<file path="src/rtl/elev_call_panel.sv">
// elev_call_panel -- elevator call panel front end.
// Synchronises and debounces eight floor-call buttons plus the add, remove
// and door-close buttons. Floor calls are latched in sw until the car
// stands at that floor with the door open. Passenger and door commands are
// forwarded as single-cycle pulses.
// Optional feature macro: CALL_CANCEL_EN -- a repeat press on a floor that
// is already requested cancels that request (toggle behaviour).
module elev_call_panel #(
    parameter int TICK_DIV    = 100000,
    parameter int DEB_SAMPLES = 4
) (
    input  logic       clk,
    input  logic       rst_n,
    input  logic [0:7] btn,
    input  logic       add_btn,
    input  logic       rem_btn,
    input  logic       close_btn,
    input  logic [0:7] floor,
    input  logic       open,
    output logic [0:7] sw,
    output logic       add,
    output logic       rem,
    output logic       close,
    output logic [0:3] call_cnt,
    output logic       bad_floor
);

    localparam int NCH      = 11;
    localparam int CH_ADD   = 8;
    localparam int CH_REM   = 9;
    localparam int CH_CLOSE = 10;
    localparam int PW       = $clog2(TICK_DIV);

    // Raw inputs gathered into one vector: 0..7 floors, then add, rem, close.
    logic [NCH-1:0] raw_w;
    logic [NCH-1:0] sync1_q;
    logic [NCH-1:0] sync2_q;
    logic [NCH-1:0] ev_w;

    genvar gi;
    generate
        for (gi = 0; gi < 8; gi++) begin : g_raw
            assign raw_w[gi] = btn[gi];
        end
    endgenerate
    assign raw_w[CH_ADD]   = add_btn;
    assign raw_w[CH_REM]   = rem_btn;
    assign raw_w[CH_CLOSE] = close_btn;

    // Two-flop synchronizer for every asynchronous button input.
    always_ff @(posedge clk or negedge rst_n) begin
        if (!rst_n) begin
            sync1_q <= '0;
            sync2_q <= '0;
        end else begin
            sync1_q <= raw_w;
            sync2_q <= sync1_q;
        end
    end

    // Free-running prescaler; tick is high for one cycle every TICK_DIV cycles.
    logic [PW-1:0] presc_q;
    logic [PW-1:0] presc_d;
    logic          tick;

    always_comb begin
        tick    = (presc_q == PW'(TICK_DIV - 1));
        presc_d = tick ? '0 : presc_q + PW'(1);
    end

    // Prescaler register.
    always_ff @(posedge clk or negedge rst_n) begin
        if (!rst_n) presc_q <= '0;
        else        presc_q <= presc_d;
    end

    // One debouncer per channel. A sample equal to the accepted level
    // restarts the run; DEB_SAMPLES differing samples in a row accept the
    // new level. A 0->1 acceptance emits a one-cycle event right after the
    // accepting tick.
    generate
        for (gi = 0; gi < NCH; gi++) begin : g_deb
            logic [3:0] cnt_q;
            logic [3:0] cnt_d;
            logic       lvl_q;
            logic       lvl_d;
            logic       ev_q;
            logic       ev_d;

            // Next-state for the sample counter, level and rising event.
            always_comb begin
                cnt_d = cnt_q;
                lvl_d = lvl_q;
                ev_d  = 1'b0;
                if (tick) begin
                    if (sync2_q[gi] == lvl_q) begin
                        cnt_d = '0;
                    end else if (cnt_q == 4'(DEB_SAMPLES - 1)) begin
                        cnt_d = '0;
                        lvl_d = sync2_q[gi];
                        ev_d  = sync2_q[gi];
                    end else begin
                        cnt_d = cnt_q + 4'd1;
                    end
                end
            end

            // Debouncer state registers.
            always_ff @(posedge clk or negedge rst_n) begin
                if (!rst_n) begin
                    cnt_q <= '0;
                    lvl_q <= 1'b0;
                    ev_q  <= 1'b0;
                end else begin
                    cnt_q <= cnt_d;
                    lvl_q <= lvl_d;
                    ev_q  <= ev_d;
                end
            end

            assign ev_w[gi] = ev_q;
        end
    endgenerate

    // Output stage next-state.
    logic [0:7] sw_q;
    logic [0:7] sw_d;
    logic [0:3] call_cnt_q;
    logic [0:3] call_cnt_d;
    logic       add_q, add_d;
    logic       rem_q, rem_d;
    logic       close_q, close_d;
    logic       bad_floor_q, bad_floor_d;
    logic       floor_onehot;

    // Call latch with clear-on-arrival priority, popcount and command pulses.
    always_comb begin
        floor_onehot = (floor != '0) && ((floor & (floor - 8'd1)) == '0);
        call_cnt_d   = '0;
        sw_d         = sw_q;
        for (int i = 0; i < 8; i++) begin
`ifdef CALL_CANCEL_EN
            sw_d[i] = sw_q[i] ^ ev_w[i];
`else
            sw_d[i] = sw_q[i] | ev_w[i];
`endif
            // The car standing here with the door open serves the call.
            if (open && floor_onehot && floor[i]) begin
                sw_d[i] = 1'b0;
            end
            call_cnt_d = call_cnt_d + 4'(sw_d[i]);
        end
        // Passenger commands only make sense with the door open, and a
        // simultaneous add/remove is ambiguous so both are dropped.
        add_d       = ev_w[CH_ADD] & ~ev_w[CH_REM] & open;
        rem_d       = ev_w[CH_REM] & ~ev_w[CH_ADD] & open;
        close_d     = ev_w[CH_CLOSE];
        bad_floor_d = ~floor_onehot;
    end

    // Registered outputs.
    always_ff @(posedge clk or negedge rst_n) begin
        if (!rst_n) begin
            sw_q        <= '0;
            call_cnt_q  <= '0;
            add_q       <= 1'b0;
            rem_q       <= 1'b0;
            close_q     <= 1'b0;
            bad_floor_q <= 1'b0;
        end else begin
            sw_q        <= sw_d;
            call_cnt_q  <= call_cnt_d;
            add_q       <= add_d;
            rem_q       <= rem_d;
            close_q     <= close_d;
            bad_floor_q <= bad_floor_d;
        end
    end

    assign sw        = sw_q;
    assign call_cnt  = call_cnt_q;
    assign add       = add_q;
    assign rem       = rem_q;
    assign close     = close_q;
    assign bad_floor = bad_floor_q;

endmodule

</file>
<file path="config.mk">
export PLATFORM = sky130hd
export DESIGN_NAME = elev_call_panel
export DESIGN_NICKNAME = d
export VERILOG_FILES = /design/src/rtl/elev_call_panel.sv
export SDC_FILE = /design/constraint.sdc
export NUM_CORES = 1
export LEC_CHECK = 0
export ABC_AREA = 1
export CAP_MARGIN = 10
export CORE_MARGIN = 4
export CORE_UTILIZATION = 49
export CTS_CLUSTER_DIAMETER = 40
export DETAILED_ROUTE_END_ITERATION = 10
export MAX_ROUTING_LAYER = met4
export PLACE_DENSITY = 0.69
export RECOVER_POWER = 25
export SLEW_MARGIN = 40
export SYNTH_ARGS = -nofsm -noshare
export SYNTH_HDL_FRONTEND = slang
export SYNTH_SLANG_ARGS = --single-unit
</file>
<file path="constraint.sdc">
create_clock -name clk -period 3.1 [get_ports clk]
set_clock_uncertainty 0.05 [all_clocks]
set_input_delay 0.93 -clock clk [delete_from_list [all_inputs] [get_ports clk]]
set_output_delay 0.93 -clock clk [all_outputs]
set_load 0.01 [all_outputs]
</file>
==> results of run 1 <==
repair_timing:
action	4_1_cts	5_1_grt
pin swaps	15	15
setup endpoints to repair	4	4
gates resized for setup	45	14
buffers inserted	11	1
cells by family (layout without fill, tap and decap cells):
kind of cell             Yosys count  after routing  synth area share (%)
AO/OA/AOI/OAI                     79             79                 9.124
XOR/XNOR                          32             32                 5.021
adder cells (fa/ha/maj)           19             19                 4.797
buffers and inverters            107            201                 7.644
flip-flops                       121            121                 54.25
AND/OR/NAND/NOR                  220            220                 19.17
where the power goes:
group          leakage, nW  switching [mW]  internal, mW
logic                 1.61           0.282         0.296
registers             1.58          0.0279          1.65
clock network        0.268           0.680          1.14
total                 3.46           0.990          3.08
placed cells by master, fill, tap and decap left out, types with 8 or more instances in the layout:
master           instances
a21oi_1                 11
a22o_1                  19
buf_4                   30
clkbuf_16               17
clkdlybuf4s50_1         17
dfrtp_1                121
dlygate4sd3_1           11
ha_1                    14
inv_1                   91
inv_2                    8
nand2_1                 54
nand2_2                 14
nand3_1                 34
nor2_1                  90
nor2_8                   8
o21ai_0                  9
o21ai_1                 11
o22ai_1                 22
xnor2_1                 13
xor2_1                  18
flip-flops by register name, indices dropped and copies added, names as in the netlist:
| register | count |
|---|---|
| add | 1 |
| g_deb.cnt_q | 44 |
| g_deb.ev_q | 10 |
| sync1_q | 11 |
| close_d | 1 |
| g_deb.lvl_q | 11 |
| sw | 8 |
| presc_q | 17 |
| sync2_q | 11 |
| bad_floor | 1 |
| call_cnt | 4 |
| rem | 1 |
| close | 1 |
metal layers:
metal | vias to the layer above | GRT usage, % | wire length (um)
met2 | 80 | 29.96 | 5487
met1 | 1983 | 22.56 | 4839
met4 | 0 | 7.433 | 137
met3 | 12 | 5.526 | 493
li1 | 2018 | - | -
met5 | - | - | 0
worst max-delay path, stage by stage:
cell      delay [ns]
buf_2           0.12
nor2_4          0.12
nand2_2         0.07
nor2_2          0.11
buf_4           0.11
buf_4           0.09
nand2_2         0.04
nand4_1         0.19
o21bai_1        0.13
fa_1            0.50
fa_1            0.51
inv_2           0.05
fa_2            0.54
ha_4            0.14
inv_2           0.03
fa_2            0.51
inv_2           0.03
cell type report:
type / instances / area (um^2)
Multi-Input combinational cell: 350 / 2200
Clock inverter: 11 / 98.84
Inverter: 99 / 371.6
Fill cell: 871 / 4020
Clock buffer: 20 / 456.7
Sequential cell: 121 / 3028
Tap cell: 140 / 175.2
Timing Repair Buffer: 71 / 633.1
final timing paths:
path / from / endpoint / slack [ns] / depth (start not counted)
min in group asynchronous: rst_n / g_deb[7].lvl_q / 0.70 / 1
hold / removal: sync1_q[4] / sync2_q[4] / 0.29 / 0
setup reg to reg: sw[7] / call_cnt[2] / -0.07 / 10
setup / recovery: floor[2] / call_cnt[2] / -0.90 / 17
hold reg to reg: sync1_q[4] / sync2_q[4] / 0.29 / 0
max in group asynchronous: rst_n / g_deb[4].cnt_q[2] / 1.33 / 2
==> out/summary.txt, run 1 <==
RD Place Congestion - 0.9088
initial antenna violation count - 0
Port Buffer Count - 37
HPWL after DPL - 7.595 mm
Crit path required time - 3.35 ns
Net Count, Synth - 619
PnR worst setup slack - -0.8961 ns
Period minus WS final - 3.996 ns
synth cell count leaders - 121 x dfrtp_1, 98 x inv_1, 94 x nor2_1
drt via density - 5.041
total power - 4.071 mW
max-cap violation count - 0
post-layout net count - 701
post-route DRC violation count - 0
total negative slack - -2.561 ns
first-pass GRT wire length - 18.99 mm
Post-synth ARST share - 100.0%
total clock sinks - 121
WL per Instance - 13.50 um
root buffer cell - clkbuf_16
cts bufs inserted - 17
Clock Latency Late Sink - 0.41 ns
CTS tree - done
final core occ - 63.40%
Core Rows - 38
Achievable Freq - 250.2 MHz
crit end category - flop
clock-pin transition on the worst setup and hold timing paths - 0.05 ns
htree depth - 4
Die Area - 13160 um^2
RSZ-0062 raised after global routing - yes
Critical Path Fanout Max - 4
hold buffers post-CTS - 0
period utilisation layout - 128.9%
Placed Cells - 769
placed instance area - 6270 um^2
Area growth syn-to-layout - 24.75%
mapped cell area - 5582 um^2
Non-Filler Instances - 812
failing checks - setup timing
Yosys warnings - 0
Worst EP arrival - 4.24 ns
Die Height - 114.7 um
clock buffer depth - 2
DRT Wirelength - 10.96 mm
top post-synthesis cells by area - dfrtp_1 54%, inv_1 6.6%, nor2_1 6.3%
Pwr Density - 584.6 nW/um^2
relative slew slack - 18.09%
vias in the first global route - 4225
Initial Utilization - 50.82%
worst hold-check path type - reg -> reg
fraction of layout instances using a drive strength above 1 - 17.41%
final setup violation count - 4
die width - 114.7 um
area leader, netlist - dfrtp_1
Final Hold Vio Count - 0
Final Max Slew Viols - 0
crit start category - primary input
worst slew pin tran - 1.229 ns
Synth Register Bits - 121
initial DRC count - 244
gr usage total - 18.78%
Mapped Cells - 578
leakage - 3.463 nW
most frequent cell after synthesis - dfrtp_1
sequential fraction of the synthesis area - 54.25%
Setup WS pre-CTS - -1.755 ns
drt pass-1 iters - 4
main flop type after synthesis - dfrtp_1
core area - 10980 um^2
outcome - finished with violations
Non-Filler Cell Area, Final - 6963 um^2
vias - 4093
count of cell types in the netlist - 27
Mean Syn Cell Area - 9.657 um^2
largest net degree at the start of global routing - 49
Post-synth EDFFs - 0
# diodes - 0
hold_ws - 0.2942 ns
Final ANT Viol Nets - 0
Setup CP Type - in -> reg
num ports - 38
Synth top area share - 54.25%
Peak VDD IR - 0.4863 mV
grt ovf - 0
Power figures use the tool's default switching activity.
==> run 2, diff against run 1 <==
- TNS_END_PERCENT: default -> 1
==> run 2 against run 1 <==
  * The flow finishes with violations (capacitance limit, slew limit, setup timing)
  * Clock power down 7%
  * Clock-buffer cell count up 8
  * Largest cell class unchanged
  * Core utilization down 0.32 points
  * Largest power group unchanged
==> out/summary.txt, run 2 (synthesis results as in run 1) <==
hold buffers post-CTS - 0 (unchanged)
most frequent CP cell - fa_1
Period minus WS final - 4.068 ns (+0.07171 ns)
RSZ-0062 raised after global routing - yes
Final Hold Vio Count - 0 (unchanged)
total negative slack - -2.966 ns (-0.4048 ns)
Top Registers - g_deb.cnt_q: 44 flops, presc_q: 17 flops
drt pass-1 iters - 4 (unchanged)
WL per Instance - 13.37 um (-0.91%)
gr usage total - 19.23% (+0.45 points)
Crit path required time - 3.36 ns (about the same)
Port Buffer Count - 37 (unchanged)
fraction of layout instances using a drive strength above 1 - 15.78% (-1.6 points)
period utilisation layout - 131.2% (+2.3 points)
Pwr Density - 569.4 nW/um^2 (-2.6%)
relative slew slack - -16.46% (-35 points)
core area - 10980 um^2 (unchanged)
largest net degree at the start of global routing - 49 (unchanged)
first-pass GRT wire length - 19.26 mm (+1.4%)
max-cap violation count - 1 (+1)
worst hold-check path type - reg -> reg
DRT Wirelength - 10.94 mm (-0.18%)
crit path cell chain - buf_2 -> nor2_2 -> nand2_2 -> nor2_4 -> buf_4 -> buf_4 -> nand2_1 -> nand4_1 -> o21bai_1 -> fa_1 -> fa_1 -> inv_1 -> fa_1 -> ha_4 -> inv_2 -> fa_2 -> inv_2
crit end category - flop
total clock sinks - 121 (unchanged)
commonest non-fill, non-tap cells in the layout - 121 x dfrtp_1, 94 x inv_1, 90 x nor2_1, 56 x nand2_1, 40 x buf_4
die width - 114.7 um (unchanged)
HPWL after DPL - 7.381 mm (-2.8%)
placed instance area - 6260 um^2 (-0.16%)
Largest register FFs - 44 (unchanged)
Peak VDD IR - 0.3455 mV (-29%)
clock buffer depth - 2 (unchanged)
drt via density - 5.021 (-0.39%)
Non-Filler Cell Area, Final - 6928 um^2 (-0.50%)
leakage - 3.466 nW (about the same)
initial DRC count - 198 (-19%)
# diodes - 0 (unchanged)
Initial Utilization - 50.82% (unchanged)
num ports - 38 (unchanged)
Clock Latency Late Sink - 0.41 ns (about the same)
Achievable Freq - 245.8 MHz (-1.8%)
worst slew pin tran - 1.747 ns (+0.5184 ns)
Setup CP Type - in -> reg
cts bufs inserted - 17 (unchanged)
Area growth syn-to-layout - 24.12%
initial antenna violation count - 0 (unchanged)
post-layout net count - 707 (+0.86%)
final setup violation count - 4 (unchanged)
Final Max Slew Viols - 35 (+35)
PnR worst setup slack - -0.9678 ns (-0.07171 ns)
Setup WS pre-CTS - -1.737 ns (+0.01796 ns)
Final ANT Viol Nets - 0 (unchanged)
failing checks - capacitance limit, slew limit, setup timing
CP max stage delay - 0.53 ns (about the same)
Die Area - 13160 um^2 (unchanged)
CTS tree - done
RD Place Congestion - 0.9008 (-0.88%)
Die Height - 114.7 um (unchanged)
Critical Path Fanout Max - 5 (+1)
Reg with most FFs - g_deb.cnt_q
crit start category - primary input
root buffer cell - clkbuf_16
vias - 4107 (+0.34%)
clock-pin transition on the worst setup and hold timing paths - 0.05 ns (about the same)
commonest non-fill, non-tap cell in the layout - dfrtp_1
post-route DRC violation count - 0 (unchanged)
Worst EP arrival - 4.32 ns (+0.08 ns)
vias in the first global route - 4245 (+0.47%)
grt ovf - 0 (unchanged)
Slowest cell on crit path - fa_1
outcome - finished with violations
Core Rows - 38 (unchanged)
htree depth - 4 (unchanged)
-- run 2: routing by layer --
metal | global-route usage, % | up-vias | part of all wire [%]
li1 | - | 2024 | -
met1 | 22.91 | 1966 | 43
met2 | 30.69 | 93 | 50
met3 | 5.263 | 24 | 4.3
met4 | 8.607 | 0 | 2.0
met5 | - | - | 0
-- run 2: timing repair --
action	in CTS	in global routing
pin swaps	14	10
setup endpoints to repair	4	4
endpoints found under the hold margin	0	0
gates resized for setup	42	11
setup buffers	16	2
-- run 2: cell type report --
cell class,count,area [um^2]
fillers,881,4055
clock inverters,3,15.01
well taps,140,175.2
multi-input cells,350,2176
inverters,99,371.6
clock buffers,28,496.7
repair buffers,77,665.6
flip-flops and latches,121,3028
-- run 2: metrics by stage --
stage / std cells / power, mW / utilization [%] / hold slack (ns)
4_1_cts: 816 / 3.971 / 62.88 / 0.3020
2_1_floorplan: 578 / 1.939 / - / 0.2812
3_5_place_dp: 769 / 2.183 / 56.99 / 0.2911
6_report: 818 / 3.945 / 63.08 / 0.2965
5_1_grt: 818 / 4.153 / 63.08 / 0.3101
3_3_place_gp: 769 / 2.164 / 56.99 / 0.2818
-- run 2: final timing paths --
| kind | from | to | slack [ns] | depth (start not counted) |
|---|---|---|---|---|
| worst max-delay path | floor[1] | call_cnt[2] | -0.97 | 17 |
| worst min-delay path | sync1_q[9] | sync2_q[9] | 0.30 | 0 |
| worst max register to register | sw[6] | call_cnt[2] | -0.01 | 10 |
| worst min register to register | sync1_q[9] | sync2_q[9] | 0.30 | 0 |
| max in group asynchronous | rst_n | g_deb[7].cnt_q[0] | 0.50 | 2 |
| min in group asynchronous | rst_n | g_deb[2].cnt_q[2] | 0.93 | 1 |
-- run 2: worst max-delay path, delay by kind of cell --
| kind | cells | cell delay [ns] |
|---|---|---|
| simple gates | 5 | 0.59 |
| fa+ha+maj | 5 | 2.19 |
| compound gates | 1 | 0.13 |
| buf+inv | 6 | 0.46 |
-- run 2: where the power goes --
part	switching [mW]	leakage (nW)	internal (mW)
combinational	0.272	1.63	0.295
clock	0.626	0.252	1.07
sequential	0.0277	1.58	1.65
total	0.926	3.47	3.02
